## src/rtl/addsub_serial16_pkg.sv

```systemverilog
// addsub_serial16_pkg: shared ALU state encoding, slice width and saturation limits
package addsub_serial16_pkg;
  typedef enum logic [1:0] {IDLE, RUN, DONE} state_t;
  localparam int NIBBLE_W = 4;
  function automatic logic [63:0] sat_max(input int w);
    return (64'd1 << (w - 1)) - 64'd1;
  endfunction
  function automatic logic [63:0] sat_min(input int w);
    return 64'd1 << (w - 1);
  endfunction
endpackage

```

## src/rtl/addsub_serial16_slice.sv

```systemverilog
// nibble_addsub_slice: 4-bit add slice on a pre-inverted b with carry chain and msb taps
module nibble_addsub_slice
  import addsub_serial16_pkg::*;
(
  input  logic [NIBBLE_W-1:0] a,
  input  logic [NIBBLE_W-1:0] b,
  input  logic                cin,
  output logic [NIBBLE_W-1:0] s,
  output logic                cout,
  output logic                a_msb,
  output logic                b_msb,
  output logic                s_msb
);
  assign {cout, s} = {1'b0, a} + {1'b0, b} + {{NIBBLE_W{1'b0}}, cin};
  assign a_msb = a[NIBBLE_W-1];
  assign b_msb = b[NIBBLE_W-1];
  assign s_msb = s[NIBBLE_W-1];
endmodule

```

## src/rtl/addsub_serial16.sv

```systemverilog
// addsub_serial16: nibble-serial signed add/sub with overflow, saturation and flags
module addsub_serial16
  import addsub_serial16_pkg::*;
#(
  parameter int WIDTH = 16
) (
  input  logic             clk,
  input  logic             rst,
  input  logic             start,
  input  logic [WIDTH-1:0] A,
  input  logic [WIDTH-1:0] B,
  input  logic             sub,
  input  logic             sat,
  output logic             busy,
  output logic             done,
  output logic [WIDTH-1:0] Sum,
  output logic             Ovfl,
  output logic             Zero,
  output logic             Neg
);
  localparam int NSTEP = WIDTH / NIBBLE_W;
  localparam int SW = NSTEP > 1 ? $clog2(NSTEP) : 1;
  localparam logic [WIDTH-1:0] SMAX = WIDTH'(sat_max(WIDTH));
  localparam logic [WIDTH-1:0] SMIN = WIDTH'(sat_min(WIDTH));
  localparam logic [SW-1:0] LAST = SW'(NSTEP - 1);
  state_t state_q, state_d;
  logic [SW-1:0] step_q, step_d;
  logic [WIDTH-1:0] a_q, a_d, bx_q, bx_d, acc_q, acc_d, sum_q, sum_d, fin;
  logic carry_q, carry_d, sat_q, sat_d, ovfl_q, ovfl_d, zero_q, zero_d, neg_q, neg_d;
  logic [NIBBLE_W-1:0] s;
  logic cout, a_msb, b_msb, s_msb, ov;
  nibble_addsub_slice u_slice (
    .a    (a_q[NIBBLE_W*step_q +: NIBBLE_W]),
    .b    (bx_q[NIBBLE_W*step_q +: NIBBLE_W]),
    .cin  (carry_q),
    .s    (s),
    .cout (cout),
    .a_msb(a_msb),
    .b_msb(b_msb),
    .s_msb(s_msb)
  );
  assign ov = (a_msb == b_msb) & (a_msb ^ s_msb);
  assign busy = state_q == RUN;
  assign done = state_q == DONE;
  assign Sum = sum_q;
  assign Ovfl = ovfl_q;
  assign Zero = zero_q;
  assign Neg = neg_q;
  // next state: launch from IDLE/DONE, one nibble per RUN cycle, results loaded on the last step
  always_comb begin
    state_d = state_q;
    step_d = step_q;
    a_d = a_q;
    bx_d = bx_q;
    acc_d = acc_q;
    carry_d = carry_q;
    sat_d = sat_q;
    sum_d = sum_q;
    ovfl_d = ovfl_q;
    zero_d = zero_q;
    neg_d = neg_q;
    acc_d[NIBBLE_W*step_q +: NIBBLE_W] = s;
    fin = sat_q & ov ? (a_q[WIDTH-1] ? SMIN : SMAX) : acc_d;
    if (state_q == RUN) begin
      carry_d = cout;
      step_d = step_q + 1'b1;
      if (step_q == LAST) begin
        state_d = DONE;
        step_d = '0;
        sum_d = fin;
        ovfl_d = ov;
        zero_d = fin == '0;
        neg_d = fin[WIDTH-1];
      end
    end else begin
      acc_d = acc_q;
      state_d = start ? RUN : IDLE;
      if (start) begin
        a_d = A;
        bx_d = sub ? ~B : B;
        sat_d = sat;
        carry_d = sub;
        step_d = '0;
      end
    end
  end
  // state and datapath registers with synchronous reset
  always_ff @(posedge clk) begin
    if (rst) begin
      state_q <= IDLE;
      step_q <= '0;
      a_q <= '0;
      bx_q <= '0;
      acc_q <= '0;
      carry_q <= 1'b0;
      sat_q <= 1'b0;
      sum_q <= '0;
      ovfl_q <= 1'b0;
      zero_q <= 1'b0;
      neg_q <= 1'b0;
    end else begin
      state_q <= state_d;
      step_q <= step_d;
      a_q <= a_d;
      bx_q <= bx_d;
      acc_q <= acc_d;
      carry_q <= carry_d;
      sat_q <= sat_d;
      sum_q <= sum_d;
      ovfl_q <= ovfl_d;
      zero_q <= zero_d;
      neg_q <= neg_d;
    end
  end
endmodule

```

## config.mk

```make
export PLATFORM = sky130hd
export DESIGN_NAME = addsub_serial16
export DESIGN_NICKNAME = d
export VERILOG_FILES = /design/src/rtl/addsub_serial16_pkg.sv /design/src/rtl/addsub_serial16_slice.sv /design/src/rtl/addsub_serial16.sv
export SDC_FILE = /design/constraint.sdc
export NUM_CORES = 1
export LEC_CHECK = 0
export BUFFER_PORTS_ARGS = -buffer_cell sky130_fd_sc_hd__buf_2
export CAP_MARGIN = 40
export CORE_ASPECT_RATIO = 0.5
export CORE_UTILIZATION = 46
export DETAILED_ROUTE_END_ITERATION = 12
export PLACE_DENSITY = 0.67
export SYNTH_ARGS = -nofsm -noshare
export SYNTH_HDL_FRONTEND = slang
export SYNTH_SLANG_ARGS = --single-unit
```

## constraint.sdc

```tcl
create_clock -name clk -period 4.55 [get_ports clk]
set_clock_uncertainty 0.2 [all_clocks]
set_input_delay 1.1375 -clock clk [delete_from_list [all_inputs] [get_ports clk]]
set_output_delay 1.1375 -clock clk [all_outputs]
set_load 0.005 [all_outputs]
```

==> impl_metrics.ini <==
[synth]
synth_nets = 429
netlist_area_um2 = 3480
synth_ff_type = dfxtp_1
synth_edf_count = 0
ys_seq_area_share_pct = 41.5
async_flop_share_pct = 0
synthCells = 381
synth.top_cell.area_share_pct = 41.5
yosys.area.top_type = dfxtp_1
ys_seq_elements = 72
syn_avg_cell_area_um2 = 9.13
synth_warnings = 0
ys_types = 53
yosys-top-cells-area = dfxtp_1 41%, a211oi_1 5.8%, nand2_1 5.7%

[timing]
maxSlewViolCount = 0
setup_viol = 0
fin_tns_setup_ps = 0
hold_viol = 0
rsz0062_at_grt = false
min_period_ps = 3480
tightest_slew_ps = 838
worst_slew_margin_rel_pct = 43.4
fmax_mhz = 287
fin_crit_sh_pct = 76.5

[worst_hold_path]
hold_path.class = register to register
hold_depth = 2

[clock_network]
clk_latency_ps = 340
clk_pin_slew_ps = 60
cts_resized = 0
cts.sinks = 72
cts-root-buf = clkbuf_16
cts_buffer_depth = 2
h-tree-depth = 3
cts_setup_buffers = 0
postCtsHoldBufs = 0
cts_tree = done
cts_buffers = 9

[run_status]
failed_checks = design-rule violations
status = complete, but fails checks

[floorplanning]
ios = 58
initial_core_util_pct = 49.7
die_y_um = 63.5
dieArea_um2 = 7930
core_um2 = 6990
rows = 21
die_w_um = 125

[layout]
drive_gt1_share_pct = 23.8
synthToLayoutAreaGrowth_pct = 17.6
n_fill_cell = 623
fin_nets = 472
final_util_pct = 58.5
diodes = 0
stdcell_count = 521
layout_common_cells = 72 x dfxtp_1, 57 x buf_2, 53 x nand2_1, 39 x nor2_1, 27 x a211oi_1
layout_commonest_cell = dfxtp_1

[critical_path]
critPathMaxStageDelay_ps = 580
critical_path_class = register to register
path_max_fanout = 13
crit_required_ps = 4580
worst_path_most_repeated_cell = fa_1
endpoint_kind = register
r2r_cells = 10
cp-start-kind = register
slowest_stage = dfxtp_1
ff2ff_setup_slack_ps = 1070
cp_data_arrival_time_ps = 3510
cp_cell_sequence = buf_8 -> mux4_2 -> fa_1 -> inv_1 -> fa_1 -> nor2_1 -> a41oi_1 -> nand4_1 -> nor4_1 -> a41o_1

[power]
seqPwrFrac_pct = 42.0
swShare_pct = 26.9
pwr-share-comb_pct = 14.1
switching_power_w = 0.000438
powerDensity_nw_per_um2 = 398
p_clk_share_pct = 43.9
max-vdd-ir-drop_v = 0.000225
internal-power_w = 0.00119
finalPower_w = 0.00163
p_leak_nw = 1.73

[global_routing]
grtUsageTotal_pct = 21.2
grt_max_degree = 58
grt_pass1_wl_um = 13000
grt_overflow = 0
antenna_found_initial = 0
grt_pass1_vias = 2714

[detailed_routing]
avgViaCountPerCell = 5.47
wl_um = 7800
avgRoutedWirePerCell_um = 15.0
drtAntennaViolNets = 0
drt-pass1-iter-count = 8
vias = 2849
drtIter0Drc = 221
drc_errors = 8

[placement]
routabilityCongestion = 0.879
place_inst = 505
dp_hpwl_um = 5520
portBuffers = 57

[run]
maxCapViolations = 0
## cell type report
type / instances / area (um^2) / area share [%]
inverters: 9 / 33.8 / 0.826
flip-flops and latches: 72 / 1440 / 35.3
clock inverters: 7 / 78.8 / 1.93
well taps: 92 / 115 / 2.82
repair buffers: 61 / 323 / 7.90
multi-input cells: 271 / 1870 / 45.8
clock buffers: 9 / 225 / 5.51
## power groups by stage
stage          Clock [W]  Sequential, W  Combinational (W)
5_1_grt         0.000757       0.000688           0.000254
3_3_place_gp           0       0.000699           0.000217
6_report        0.000714       0.000684           0.000229
2_1_floorplan          0       0.000689           0.000172
3_5_place_dp           0       0.000697           0.000227
4_1_cts         0.000726       0.000684           0.000229
## critical path, delay by kind of cell, from the launching register on
kind	cells	cell delay [ps]
adder cells (fa/ha/maj)	2	920
flip-flops	1	580
multiplexers	1	520
AND/OR/NAND/NOR	3	440
AO/OA/AOI/OAI	2	420
buffers and inverters	2	300
## flip-flops by register name (all words and copies together) (netlist names)
signal,cells
Sum,16
Zero,1
carry_q,1
state_q,2
sat_q,1
bx_q,16
a_q,16
step_q,2
acc_q,16
Ovfl,1
## cells in the mapped netlist (4+ instances only)
cell type,instances
dfxtp_1,72
xnor2_1,17
o21ai_0,4
a31oi_1,7
inv_1,8
nand2_1,53
mux4_2,8
a22o_1,5
nor2_1,39
a22o_2,10
ha_1,9
a21oi_1,24
a211oi_1,27
nor2b_1,21
clkbuf_1,20
## final timing paths
check / start / to
setup / recovery: step_q[0] / Zero
hold / removal: a_q[12] / a_q[12]
setup reg to reg: step_q[0] / Zero
hold reg to reg: a_q[12] / a_q[12]
## metal layers
layer  vias up  track usage, %  routed length, um
li1       1445               -                  -
met1      1326            26.5               3790
met2        66            34.9               3550
met3        12            6.88                341
met4         0            6.71                118
met5         -               0                  0
## cells by family (layout without fill, tap and decap cells)
logic type / count (synthesis) / in the layout / synth area share [%]
XOR/XNOR: 18 / 18 / 4.53
buffers and inverters: 38 / 86 / 4.75
flip-flops: 72 / 72 / 41.5
adder cells (fa/ha/maj): 11 / 11 / 4.39
AND/OR/NAND/NOR: 133 / 133 / 17.9
AO/OA/AOI/OAI: 100 / 100 / 21.5
multiplexers: 9 / 9 / 5.47
## through the flow
step,hold slack [ps],area [um^2],setup slack (ps)
3_5_place_dp,247,3780,1100
6_report,253,4090,1070
4_1_cts,256,4090,1090
2_1_floorplan,232,3480,1060
3_3_place_gp,241,3770,903
5_1_grt,282,4090,806
(Power assumes the default switching activity.)
